## config.mk

```make
export PLATFORM = sky130hd
export DESIGN_NAME = cart_sram_arbiter_flat
export DESIGN_NICKNAME = d
export VERILOG_FILES = /design/src/rtl/cart_sram_if.sv /design/src/rtl/cart_sram_arbiter.sv /design/src/flat_wrapper.sv
export SDC_FILE = /design/constraint.sdc
export NUM_CORES = 1
export LEC_CHECK = 0
export BUFFER_PORTS_ARGS = -buffer_cell sky130_fd_sc_hd__buf_2
export CAP_MARGIN = 30
export CORE_AREA = 5 5 72 74
export CTS_CLUSTER_DIAMETER = 150
export DETAILED_ROUTE_END_ITERATION = 10
export DIE_AREA = 0 0 77 79
export PLACE_DENSITY_LB_ADDON = 0.05
export RECOVER_POWER = 100
export SYNTH_ARGS = -nofsm -noshare
export SYNTH_HDL_FRONTEND = slang
export SYNTH_SLANG_ARGS = --single-unit
export TNS_END_PERCENT = 1
```

## constraint.sdc

```tcl
create_clock -name sys_clock -period 4 [get_ports sys_clock]
set_input_delay 0.4 -clock sys_clock [delete_from_list [all_inputs] [get_ports sys_clock]]
set_output_delay 0.4 -clock sys_clock [all_outputs]
set_load 0.01 [all_outputs]
```

## src/rtl/cart_sram_if.sv

```systemverilog
// Bus bundle between the cartridge SRAM arbiter, its two requesters and the SRAM pins.
// The master view belongs to the arbiter; the slave view belongs to requesters and the SRAM.
interface cart_sram_if;
  logic        host_req;
  logic [12:0] host_addr;
  logic [7:0]  host_wdata;
  logic        host_we;
  logic        host_gnt;
  logic [7:0]  host_rdata;
  logic        host_rvalid;

  logic        cap_req;
  logic [11:0] cap_addr;
  logic [7:0]  cap_wdata;
  logic        cap_nCS;
  logic        cap_nWE;
  logic        cap_gnt;

  logic [12:0] sram_addr;
  logic [7:0]  sram_dout;
  logic        sram_dout_en;
  logic        sram_nCS;
  logic        sram_nWE;
  logic        sram_nOE;
  logic [7:0]  sram_din;

  modport master (
    input  host_req, host_addr, host_wdata, host_we,
    output host_gnt, host_rdata, host_rvalid,
    input  cap_req, cap_addr, cap_wdata, cap_nCS, cap_nWE,
    output cap_gnt,
    output sram_addr, sram_dout, sram_dout_en, sram_nCS, sram_nWE, sram_nOE,
    input  sram_din
  );

  modport slave (
    output host_req, host_addr, host_wdata, host_we,
    input  host_gnt, host_rdata, host_rvalid,
    output cap_req, cap_addr, cap_wdata, cap_nCS, cap_nWE,
    input  cap_gnt,
    input  sram_addr, sram_dout, sram_dout_en, sram_nCS, sram_nWE, sram_nOE,
    output sram_din
  );
endinterface

```

## src/rtl/cart_sram_arbiter.sv

```systemverilog
// Shares the cartridge SRAM between host accesses and the capture writer, with a
// strobe-idle turnaround before every grant and a starvation escape for the capture side.
//
// state | meaning
// IDLE  | no owner, strobes inactive, picking the next target
// TURN  | turnaround, strobes inactive for TURN_CYCLES before granting target
// HOST  | host owns the SRAM bus
// CAP   | capture writer owns the SRAM bus
module cart_sram_arbiter #(
  parameter int TURN_CYCLES  = 2,
  parameter int STARVE_LIMIT = 64,
  parameter int RD_CYCLES    = 3
) (
  input logic         sys_clock,
  input logic         sys_resetn,
  cart_sram_if.master bus
);
  localparam int STARVE_W = $clog2(STARVE_LIMIT + 1);
  localparam int TURN_W   = (TURN_CYCLES > 1) ? $clog2(TURN_CYCLES) : 1;
  localparam int RD_W     = (RD_CYCLES > 1) ? $clog2(RD_CYCLES) : 1;
  localparam logic [STARVE_W-1:0] STARVE_MAX = STARVE_W'(STARVE_LIMIT);
  localparam logic [TURN_W-1:0]   TURN_LOAD  = TURN_W'(TURN_CYCLES - 1);
  localparam logic [RD_W-1:0]     RD_LAST    = RD_W'(RD_CYCLES - 1);

  typedef enum logic [1:0] {IDLE, TURN, HOST, CAP} stateType;
  typedef enum logic {TGT_HOST, TGT_CAP} targetType;

  stateType            state, nextState;
  targetType           target, nextTarget;
  logic [TURN_W-1:0]   turnCnt, nextTurnCnt;
  logic [STARVE_W-1:0] starveCnt;
  logic [RD_W-1:0]     rdCnt;
  logic                rdDone;
  logic                targetReq;

  assign targetReq    = (target == TGT_CAP) ? bus.cap_req : bus.host_req;
  assign bus.host_gnt = (state == HOST);
  assign bus.cap_gnt  = (state == CAP);

  always_ff @(posedge sys_clock) begin
    if (!sys_resetn) begin
      state   <= IDLE;
      target  <= TGT_HOST;
      turnCnt <= '0;
    end else begin
      state   <= nextState;
      target  <= nextTarget;
      turnCnt <= nextTurnCnt;
    end
  end

  always_comb begin
    nextState   = state;
    nextTarget  = target;
    nextTurnCnt = turnCnt;
    case (state)
      IDLE: begin
        if (bus.cap_req && starveCnt == STARVE_MAX) begin
          nextState   = TURN;
          nextTarget  = TGT_CAP;
          nextTurnCnt = TURN_LOAD;
        end else if (bus.host_req) begin
          nextState   = TURN;
          nextTarget  = TGT_HOST;
          nextTurnCnt = TURN_LOAD;
        end else if (bus.cap_req) begin
          nextState   = TURN;
          nextTarget  = TGT_CAP;
          nextTurnCnt = TURN_LOAD;
        end
      end
      TURN: begin
        if (!targetReq) begin
          nextState = IDLE;
        end else if (turnCnt == '0) begin
          nextState = (target == TGT_CAP) ? CAP : HOST;
        end else begin
          nextTurnCnt = turnCnt - 1'b1;
        end
      end
      HOST: if (!bus.host_req) nextState = IDLE;
      CAP:  if (!bus.cap_req) nextState = IDLE;
      default: nextState = IDLE;
    endcase
  end

  // Capture wait time; saturates so a long host hold forces the next win to capture.
  always_ff @(posedge sys_clock) begin
    if (!sys_resetn) begin
      starveCnt <= '0;
    end else if (!bus.cap_req || (nextState == CAP && state != CAP)) begin
      starveCnt <= '0;
    end else if (state != CAP && starveCnt != STARVE_MAX) begin
      starveCnt <= starveCnt + 1'b1;
    end
  end

  always_ff @(posedge sys_clock) begin
    if (!sys_resetn) begin
      bus.sram_addr    <= '0;
      bus.sram_dout    <= '0;
      bus.sram_dout_en <= 1'b0;
      bus.sram_nCS     <= 1'b1;
      bus.sram_nWE     <= 1'b1;
      bus.sram_nOE     <= 1'b1;
    end else begin
      case (state)
        CAP: begin
          bus.sram_addr    <= {1'b0, bus.cap_addr};
          bus.sram_dout    <= bus.cap_wdata;
          bus.sram_nCS     <= bus.cap_nCS;
          bus.sram_nWE     <= bus.cap_nWE;
          bus.sram_nOE     <= 1'b1;
          bus.sram_dout_en <= !bus.cap_nCS;
        end
        HOST: begin
          bus.sram_addr <= bus.host_addr;
          bus.sram_nCS  <= 1'b0;
          if (bus.host_we) begin
            bus.sram_dout    <= bus.host_wdata;
            bus.sram_nWE     <= 1'b0;
            bus.sram_nOE     <= 1'b1;
            bus.sram_dout_en <= 1'b1;
          end else begin
            bus.sram_nWE     <= 1'b1;
            bus.sram_nOE     <= 1'b0;
            bus.sram_dout_en <= 1'b0;
          end
        end
        default: begin
          bus.sram_nCS     <= 1'b1;
          bus.sram_nWE     <= 1'b1;
          bus.sram_nOE     <= 1'b1;
          bus.sram_dout_en <= 1'b0;
        end
      endcase
    end
  end

  // One read sample per grant, after nOE has been low for RD_CYCLES full cycles.
  always_ff @(posedge sys_clock) begin
    if (!sys_resetn) begin
      rdCnt           <= '0;
      rdDone          <= 1'b0;
      bus.host_rdata  <= '0;
      bus.host_rvalid <= 1'b0;
    end else begin
      bus.host_rvalid <= 1'b0;
      if (state != HOST) begin
        rdCnt  <= '0;
        rdDone <= 1'b0;
      end else if (!bus.host_we && !bus.sram_nOE && !rdDone) begin
        if (rdCnt == RD_LAST) begin
          bus.host_rdata  <= bus.sram_din;
          bus.host_rvalid <= 1'b1;
          rdDone          <= 1'b1;
        end else begin
          rdCnt <= rdCnt + 1'b1;
        end
      end
    end
  end
endmodule

```

## src/flat_wrapper.sv

```systemverilog
// flat-port wrapper written by rule: the top's interface ports become plain ports
module cart_sram_arbiter_flat 
#(
  parameter int TURN_CYCLES  = 2,
  parameter int STARVE_LIMIT = 64,
  parameter int RD_CYCLES    = 3
)
  (sys_clock, sys_resetn, bus_host_req, bus_host_addr, bus_host_wdata, bus_host_we, bus_host_gnt, bus_host_rdata, bus_host_rvalid, bus_cap_req, bus_cap_addr, bus_cap_wdata, bus_cap_nCS, bus_cap_nWE, bus_cap_gnt, bus_sram_addr, bus_sram_dout, bus_sram_dout_en, bus_sram_nCS, bus_sram_nWE, bus_sram_nOE, bus_sram_din);
  cart_sram_if bus_i ();
  input logic sys_clock;
  input logic sys_resetn;
  input wire logic [$bits(bus_i.host_req)-1:0] bus_host_req;
  input wire logic [$bits(bus_i.host_addr)-1:0] bus_host_addr;
  input wire logic [$bits(bus_i.host_wdata)-1:0] bus_host_wdata;
  input wire logic [$bits(bus_i.host_we)-1:0] bus_host_we;
  output wire logic [$bits(bus_i.host_gnt)-1:0] bus_host_gnt;
  output wire logic [$bits(bus_i.host_rdata)-1:0] bus_host_rdata;
  output wire logic [$bits(bus_i.host_rvalid)-1:0] bus_host_rvalid;
  input wire logic [$bits(bus_i.cap_req)-1:0] bus_cap_req;
  input wire logic [$bits(bus_i.cap_addr)-1:0] bus_cap_addr;
  input wire logic [$bits(bus_i.cap_wdata)-1:0] bus_cap_wdata;
  input wire logic [$bits(bus_i.cap_nCS)-1:0] bus_cap_nCS;
  input wire logic [$bits(bus_i.cap_nWE)-1:0] bus_cap_nWE;
  output wire logic [$bits(bus_i.cap_gnt)-1:0] bus_cap_gnt;
  output wire logic [$bits(bus_i.sram_addr)-1:0] bus_sram_addr;
  output wire logic [$bits(bus_i.sram_dout)-1:0] bus_sram_dout;
  output wire logic [$bits(bus_i.sram_dout_en)-1:0] bus_sram_dout_en;
  output wire logic [$bits(bus_i.sram_nCS)-1:0] bus_sram_nCS;
  output wire logic [$bits(bus_i.sram_nWE)-1:0] bus_sram_nWE;
  output wire logic [$bits(bus_i.sram_nOE)-1:0] bus_sram_nOE;
  input wire logic [$bits(bus_i.sram_din)-1:0] bus_sram_din;
  assign bus_i.host_req = bus_host_req;
  assign bus_i.host_addr = bus_host_addr;
  assign bus_i.host_wdata = bus_host_wdata;
  assign bus_i.host_we = bus_host_we;
  assign bus_host_gnt = bus_i.host_gnt;
  assign bus_host_rdata = bus_i.host_rdata;
  assign bus_host_rvalid = bus_i.host_rvalid;
  assign bus_i.cap_req = bus_cap_req;
  assign bus_i.cap_addr = bus_cap_addr;
  assign bus_i.cap_wdata = bus_cap_wdata;
  assign bus_i.cap_nCS = bus_cap_nCS;
  assign bus_i.cap_nWE = bus_cap_nWE;
  assign bus_cap_gnt = bus_i.cap_gnt;
  assign bus_sram_addr = bus_i.sram_addr;
  assign bus_sram_dout = bus_i.sram_dout;
  assign bus_sram_dout_en = bus_i.sram_dout_en;
  assign bus_sram_nCS = bus_i.sram_nCS;
  assign bus_sram_nWE = bus_i.sram_nWE;
  assign bus_sram_nOE = bus_i.sram_nOE;
  assign bus_i.sram_din = bus_sram_din;
  cart_sram_arbiter #(.TURN_CYCLES(TURN_CYCLES), .STARVE_LIMIT(STARVE_LIMIT), .RD_CYCLES(RD_CYCLES)) u_core (.sys_clock(sys_clock), .sys_resetn(sys_resetn), .bus(bus_i));
endmodule
```

; ---- After elaboration in Yosys (flattened, before gate mapping)
; Index checks and enable logic that the tools add are counted.
[classes]
bitwise = 4
reduce_logical = 25
n_addsub = 3
mux = 27
n_eq_ne = 12
[op_table]
columns = operator, n
row1 = case mux 13 bit (2 select lines), 1
row2 = case mux 8 bit (2 select lines), 1
row3 = 2-to-1 mux 2 bit, 7
row4 = 2-to-1 mux 1 bit, 12
row5 = AND reduction 2 bit, 5
row6 = == test 2 bit (second input constant), 4
row7 = 2-to-1 mux 8 bit, 1
row8 = case mux 1 bit (2 select lines), 4
row9 = case mux 2 bit (4 select lines), 1
row10 = adder 7 x 1 -> 7 bit (second input constant), 1
row11 = == test 7 bit (second input constant), 1
row12 = != test 7 bit (second input constant), 1
row13 = != test 2 bit (second input constant), 3
row14 = AND reduction 3 bit, 2
row15 = logical AND 1 bit, 5
row16 = logical NOT 1 bit, 5
row17 = != test 4 x 3 -> 1 bit (second input constant), 1
row18 = inverter 1 bit, 4
row19 = nonzero test 2 bit, 2
row20 = OR reduction 2 bit, 2
row21 = nonzero test 3 bit, 1
row22 = OR reduction 3 bit, 1
row23 = adder 2 x 1 -> 2 bit (second input constant), 1
row24 = == test 2 x 1 -> 1 bit (second input constant), 1
row25 = other kinds (4), 4
[word_totals]
reg_bits = 48
wordCells = 85
in_bits = 56

; ---- Longest topological paths before layout
; Gate-level depths: netlist of the first run.
[logic_depth]
word_depth = 8
depth_mapped = 6
depth_no_buf = 5

; ---- Worst setup path before layout of the first run
; OpenSTA, ideal clock, no wires.
[synth_path]
kind = input-to-reg
start = input port bus_host_we
end = register u_core.bus.sram_dout[1]
t_arrival_ns = 1.211
setup_ns = 0.133
path_slack_ns = 2.657
path_stages = 4
cell_sequence = clkbuf_1 > or3b_2 > o21ai_0 > a21oi_1
[synth_via]
elab_chain_cells = 2
[synth_lines]
columns = item, line_no
row1 = from (decl), flat_wrapper.sv:15  ; input wire logic [$bits(bus_i.host_we)-1:0] bus_host_we;
row2 = != test 2 bit (no source line), -
row3 = AND reduction 2 bit (no source line), -
row4 = to (signal assigned), cart_sram_arbiter.sv:110  ; bus.sram_dout <= bus.cap_wdata;
row5 = to (signal assigned), cart_sram_arbiter.sv:120  ; bus.sram_dout <= bus.host_wdata;
row6 = to (decl), cart_sram_if.sv:32  ; output sram_addr, sram_dout, sram_dout_en, sram_nCS, sram_nWE, sram_nOE,
; Every way passes these cells.
; A chain may end at the register's enable or synchronous reset.

; ---- Final worst setup path of the first run
[layout_path]
start = register u_core.state[0]
end = output port bus_cap_gnt
[layout_via]
elab_chain_cells = 1
[layout_lines]
columns = item, line_no
row1 = from (decl), cart_sram_arbiter.sv:28  ; stateType state, nextState;
row2 = from (signal assigned), cart_sram_arbiter.sv:46  ; state <= nextState;
row3 = == test 2 bit, cart_sram_arbiter.sv:38  ; assign bus.cap_gnt = (state == CAP);
row4 = to (decl), flat_wrapper.sv:24  ; output wire logic [$bits(bus_i.cap_gnt)-1:0] bus_cap_gnt;
; Every way passes these cells.

==> results.cfg, run 1 <==
[yosys]
syn_avg_cell_area_um2 = 9.11
yosysTopAreaCell = dfxtp_1
netlist_area_um2 = 2210
ys_types = 43
synth_top_cell_area_share_pct = 43.4
async_flop_share_pct = 0
seq_area_frac_synth_pct = 43.4
synth_area_leaders = dfxtp_1 (43%), mux2i_1 (7.2%), o21ai_0 (6.3%), o211a_1 (5.9%), nand3_1 (3.6%)
ys_ff_latch = 48
synth_edf_count = 0
ys.flop_type = dfxtp_1
syn_inst = 243
yosys_warnings = 0
synth_nets = 302

[timing]
slew_headroom_pct = -5.37
rsz0062_at_grt = false
finalSetupViolations = 0
fin_ws_ns = 1.17
fin_skew_ns = 0.00529
tightest_slew_ns = 1.58
min_period_ns = 2.83
tns_ns = 0
finalHoldViolations = 0
slew_violations = 34
hold-worst-slack_ns = 0.325
max_clock_freq_mhz = 353
post-route-period-util_pct = 70.9

[power]
ir_drop_mv = 0.260
p_leak_nw = 1.15
intPower_uw = 762
seqPwrFrac_pct = 50.8
p_sw_share_pct = 23.9
p_per_area_nw_per_um2 = 366
clockPowerShare_pct = 36.1
combPwrFrac_pct = 13.1
p_switching_uw = 239

[status]
failed_checks = max-capacitance violations, max-slew violations
outcome = finished with violations

[clocking]
cts_hold_buf = 0
cts_max_path_buffers = 2
clock-root-buffer = clkbuf_8
cts_setup_buffers = 0
clk_latency_ns = 0.30
cts_made_buffers = 5
htreeDepth = 2
cts_resized = 0
cts_tree = yes
path_clk_slew_ns = 0.09
clock-sinks = 48

[setup_path]
crit_family = buffers and inverters
r2r-end = u_core.state[0]$_SDFF_PN0_
setup.worst_path.start = u_core.state[0]$_SDFF_PN0_
cp.required_ns = 3.60
crit_slowest_cell = clkbuf_1
crit_path_max_fanout = 33
worstSetupEndpointType = primary output
cp.arrival_ns = 2.43
reg2regPathDepth = 4
path_buf_inv = 2
crit_end = bus_cap_gnt
cpPeakStageDelay_ns = 1.14
cp_cell_sequence = clkbuf_1 -> and2_0 -> clkbuf_1
r2r_setup_slack_ns = 1.39
critPathKind = reg -> out
cpMostUsedCell = clkbuf_1
cp-start-kind = flop
cp_num_cells = 3
r2r-start = u_core.state[0]$_SDFF_PN0_

[route]
drtIter0Drc = 85
ant_nets = 0
vias = 2010
drt-pass1-iter-count = 5
drc = 0
routed_wl_um = 5100
drt-vias-per-instance = 5.29
drt-wirelength-per-cell_um = 13.4

[layout]
nNetsFinal = 384
area_delta_synth_final_pct = 23.6
multi_input_comb_area_um2 = 1140
fillers = 425
seq_area_um2 = 961
layout-drive-gt1-share_pct = 23.0
n_antenna_cell = 0

[place]
dp_slack_ns = 1.97
hpwl_um = 3670
gp_congestion = 0.761
portBuffers = 91

[floorplan]
dieHeight_um = 79
die_area_um2 = 6080
chipWidth_um = 77
num_rows = 25
core-area_um2 = 4540
start_util_pct = 48.8
ios = 92

[grt]
grt_util_all_layers_pct = 16.9
grt_pass1_vias = 1883
grt_overflow = 0
grt_pass1_wl_um = 8500
antenna_found_initial = 0
grt_start_max_net_pins = 41

[job]
cap_violations = 1

[worst_hold_path]
whs_path_depth = 3
worstHoldPathType = in -> reg
## metal layers
layer,GRT usage [%],share of wire (%),vias up,routed length (um)
met4,5.33,1.2,0,61
met5,0,0,-,0
met3,5.78,6.8,6,347
met2,26.7,45,52,2320
met1,21.6,47,910,2380
li1,-,-,1042,-
## layout by cell type, fill, tap and decap left out, types with 2 or more instances in the layout
master	count
buf_2	55
dfxtp_1	48
clkbuf_1	37
o21ai_0	28
nand2_1	21
nand3_1	16
mux2i_1	16
a21oi_1	13
o211a_1	13
a21boi_0	10
inv_1	7
or3b_2	7
clkbuf_8	6
nor2b_1	3
or3_1	3
and3_1	3
nor2_1	3
ha_1	3
nand3b_1	2
a22oi_1	2
nand2b_1	2
a211oi_1	2
o31ai_1	2
or4_1	2
a31oi_1	2
## metrics by stage
stage          power [mW]  instances  instance area (um2)  utilization (%)
6_report             1.00        380                 2740             60.4
5_1_grt              1.05        380                 2740             60.4
4_1_cts              1.02        380                 2790             61.4
3_5_place_dp        0.655        372                 2670             58.8
3_3_place_gp        0.654        372                 2670             58.8
2_1_floorplan       0.601        243                 2210                -
## how the worst min path moves through the flow
stage | startpoint | to | slack (ns)
finish | bus_cap_nCS | u_core.bus.sram_nCS$_SDFF_PN1_ | 0.32
global route | bus_cap_nCS | u_core.bus.sram_nCS$_SDFF_PN1_ | 0.33
CTS | bus_cap_nCS | u_core.bus.sram_nCS$_SDFF_PN1_ | 0.31
detailed placement | u_core.bus.host_rdata[4]$_SDFFE_PN0P_ | u_core.bus.host_rdata[4]$_SDFFE_PN0P_ | 0.47
global placement | u_core.bus.host_rdata[4]$_SDFFE_PN0P_ | u_core.bus.host_rdata[4]$_SDFFE_PN0P_ | 0.47
floorplan | u_core.starveCnt[5]$_SDFFE_PP0P_ | u_core.starveCnt[5]$_SDFFE_PP0P_ | 0.46
## cell families (layout without fill, tap and decap cells)
family / Yosys count / in the layout / share of synthesized area (%)
AND/OR/NAND/NOR: 71 / 71 / 18.4
multiplexers: 16 / 16 / 7.23
AO/OA/AOI/OAI: 79 / 79 / 23.8
buffers and inverters: 25 / 108 / 5.14
flip-flops: 48 / 48 / 43.4
adder cells (fa/ha/maj): 3 / 3 / 1.70
XOR/XNOR: 1 / 1 / 0.396
## registers in the layout, summed over array words and instances (netlist names)
name,cells
u_core.bus.sram_dout,8
u_core.state,2
u_core.rdDone,1
u_core.starveCnt,7
u_core.bus.host_rdata,8
u_core.target,1
u_core.bus.host_rvalid,1
u_core.bus.sram_addr,13
u_core.turnCnt,1
u_core.rdCnt,2
u_core.bus.sram_nWE,1
u_core.bus.sram_dout_en,1
u_core.bus.sram_nOE,1
u_core.bus.sram_nCS,1
## Yosys cell counts (2+ instances only)
master,instances
a211oi_1,2
a21boi_0,9
a21oi_1,13
a22oi_1,2
a31oi_1,2
and2_1,2
and3_1,3
buf_1,4
buf_2,4
buf_6,2
clkbuf_1,8
dfxtp_1,48
ha_1,3
inv_1,7
mux2i_1,16
nand2_1,21
nand2b_1,2
nand3_1,16
nand3b_1,2
nor2_1,3
nor2b_1,3
o211a_1,13
o21ai_0,28
o31ai_1,2
or3_1,3
or3b_2,7
or4_1,2
## worst reg2reg max path, delay by kind of cell (launching register included)
family	cells	cell delay [ns]
buffers and inverters	2	1.62
AO/OA/AOI/OAI	2	0.58
flip-flops	1	0.31
## cell type report
class                           count  area share [%]
Clock buffer                        6            3.02
Clock inverter                      2            1.42
Inverter                            7           0.960
Multi-Input combinational cell    170            41.6
Sequential cell                    48            35.1
Tap cell                           54            2.47
Timing Repair Buffer               93            15.4
## power groups by stage
stage | registers, mW | clock network, mW | logic, mW
final | 0.509 | 0.362 | 0.131
after global routing | 0.512 | 0.391 | 0.148
after CTS | 0.508 | 0.375 | 0.136
after detailed placement | 0.519 | 0 | 0.136
after global placement | 0.519 | 0 | 0.135
after floorplan | 0.523 | 0 | 0.0785
Note: power is estimated with default switching activity, not from simulation.
==> run 2: changes to the inputs <==
ABC_AREA = 1   (was default)
CORE_AREA = 5 5 75 77   (was 5 5 72 74)
DIE_AREA = 0 0 80 82   (was 0 0 77 79)
clock period = 2.9 ns   (was 4 ns; I/O delays follow)
==> results.cfg, run 2 <==
[clocking]
cts_max_path_buffers = 2
clk_latency_ns = 0.29
cts_tree = yes
clock-root-buffer = clkbuf_8
cts_made_buffers = 5
path_clk_slew_ns = 0.08
cts_hold_buf = 0
htreeDepth = 2
cts_resized = 0
cts_setup_buffers = 0
clock-sinks = 48

[place]
gp_congestion = 0.810
portBuffers = 91
hpwl_um = 4000

[route]
routed_wl_um = 5290
drt-wirelength-per-cell_um = 11.6
drt-vias-per-instance = 4.63
vias = 2107
ant_nets = 0
drt-pass1-iter-count = 4
drc = 0
m1WireLength_um = 2460
wl_met2_um = 2440
top_layer = met4
drtIter0Drc = 73
dr_wl_met3_um = 364

[timing]
hold-worst-slack_ns = 0.204
slew_headroom_pct = 41.8
max_clock_freq_mhz = 462
finalSetupViolations = 0
tns_ns = 0
slew_violations = 0
post-route-period-util_pct = 74.7
finalHoldViolations = 0
rsz0062_at_grt = false
fin_skew_ns = 0.00279
tightest_slew_ns = 0.870
min_period_ns = 2.17

[yosys]
syn_avg_cell_area_um2 = 7.33
ys_ff_latch = 48
netlist_area_um2 = 2180
synth.most_common_cell = nand2_1
ys_types = 32
synth_top_cell_area_share_pct = 44.0
async_flop_share_pct = 0
yosysTopAreaCell = dfxtp_1
syn_inst = 298
ys.flop_type = dfxtp_1
synth_nets = 357
yosys_warnings = 0
ys_top_cells_by_count = nand2_1 (78), dfxtp_1 (48), nor2_1 (35)
synth_edf_count = 0
seq_area_frac_synth_pct = 44.0
synth_area_leaders = dfxtp_1 (44%), nand2_1 (13%), nor2_1 (6.0%), inv_1 (5.3%), nand3_1 (5.0%)

[power]
p_switching_uw = 314
p_sw_share_pct = 25.2
p_per_area_nw_per_um2 = 471
seqPwrFrac_pct = 56.1
p_leak_nw = 1.23
ir_drop_mv = 0.179
clockPowerShare_pct = 32.7
intPower_uw = 931
combPwrFrac_pct = 11.2

[setup_path]
cp-start-kind = flop
worstSetupEndpointType = primary output
critPathKind = reg -> out
cp_cell_sequence = nand2_1 -> inv_1 -> clkbuf_1
reg2regPathDepth = 5
cp.required_ns = 2.61
cpPeakStageDelay_ns = 0.75
crit_slowest_cell = dfxtp_1
cp_num_cells = 3
crit_path_max_fanout = 16
path_buf_inv = 2
crit_family = flip-flops
cp.arrival_ns = 1.88

[floorplan]
start_util_pct = 44.2
core-area_um2 = 4940
chipWidth_um = 80
ios = 92
dieHeight_um = 82
die_area_um2 = 6560
num_rows = 26

[layout]
final_cell_mix = nand2_1 (80), buf_2 (55), dfxtp_1 (48)
largest_register = u_core.bus.sram_addr
nNetsFinal = 443
final_common_cell = nand2_1
largest_register_ffs = 13
area_delta_synth_final_pct = 21.0
layout-drive-gt1-share_pct = 18.7
n_antenna_cell = 0
top_regs = u_core.bus.sram_addr x13, u_core.bus.host_rdata x8, u_core.bus.sram_dout x8

[grt]
grt_overflow = 0
grt_start_max_net_pins = 36
grt_pass1_vias = 1961
grt_pass1_wl_um = 8830
grt_util_all_layers_pct = 17.0
antenna_found_initial = 0

[job]
cap_violations = 0

[worst_hold_path]
worstHoldPathType = in -> reg
whs_path_depth = 3

[status]
outcome = completed
==> run 2: cell types whose count changed after synthesis, sizes merged, moves of 10 or more <==
cell,before,now
inv,7,35
mux2i,16,0
nor2,3,40
o211a,13,1
nand3,16,26
nand2,21,82
a21boi,10,0
==> run 2: cell families after synthesis <==
| logic type | Yosys count | synth area share, % |
|---|---|---|
| fa+ha+maj | 3 | 1.72 |
| compound gates | 45 | 11.5 |
| xor+xnor | 3 | 1.20 |
| flops | 48 | 44.0 |
| buf+inv | 48 | 10.3 |
| simple gates | 151 | 31.4 |
==> run 2: path summary, 6_finish.rpt <==
path	from	to	slack (ns)
min	bus_cap_nWE	u_core.bus.sram_nWE$_SDFF_PN1_	0.20
max	u_core.state[0]$_SDFF_PN0_	bus_cap_gnt	0.73
max reg2reg	u_core.state[0]$_SDFF_PN0_	u_core.bus.host_rdata[6]$_SDFFE_PN0P_	0.82
min reg2reg	u_core.rdCnt[0]$_SDFFE_PN0P_	u_core.rdCnt[0]$_SDFFE_PN0P_	0.48
==> run 2: stage by stage <==
step	setup slack [ns]	std cells	total power, mW	instance area (um2)	utilization (%)
floorplan	1.66	298	0.806	2180	-
global placement	1.23	447	0.864	2640	53.4
detailed placement	1.16	447	0.865	2640	53.4
CTS	0.832	455	1.27	2740	55.3
global route	0.570	455	1.31	2640	53.4
finish	0.734	455	1.25	2640	53.4
==> run 2: final cells by class <==
| cell class | instances | area [um2] |
|---|---|---|
| inverter | 36 | 139 |
| tap | 70 | 87.6 |
| clock buffer | 7 | 86.3 |
| timing repair buffer | 91 | 410 |
| clock inverter | 1 | 7.51 |
| multi-input combinational | 202 | 951 |
| sequential | 48 | 961 |
| fill | 538 | 2300 |
==> run 2: per-layer routing <==
layer / GRT usage (%) / vias up
met5: 0 / -
li1: - / 1113
met3: 5.15 / 2
met4: 4.05 / 0
met2: 27.8 / 62
met1: 22.1 / 930
==> run 2: power groups by stage <==
stage / Sequential, mW / Clock, mW / Combinational, mW
5_1_grt: 0.702 / 0.453 / 0.160
4_1_cts: 0.698 / 0.420 / 0.152
2_1_floorplan: 0.709 / 0 / 0.0971
6_report: 0.698 / 0.408 / 0.139
3_5_place_dp: 0.713 / 0 / 0.152
3_3_place_gp: 0.713 / 0 / 0.151
==> run 2: worst min-delay path, cell delays in order <==
cell and delay (ns):
buf_2 0.07, nand2_1 0.04, nand3_1 0.06
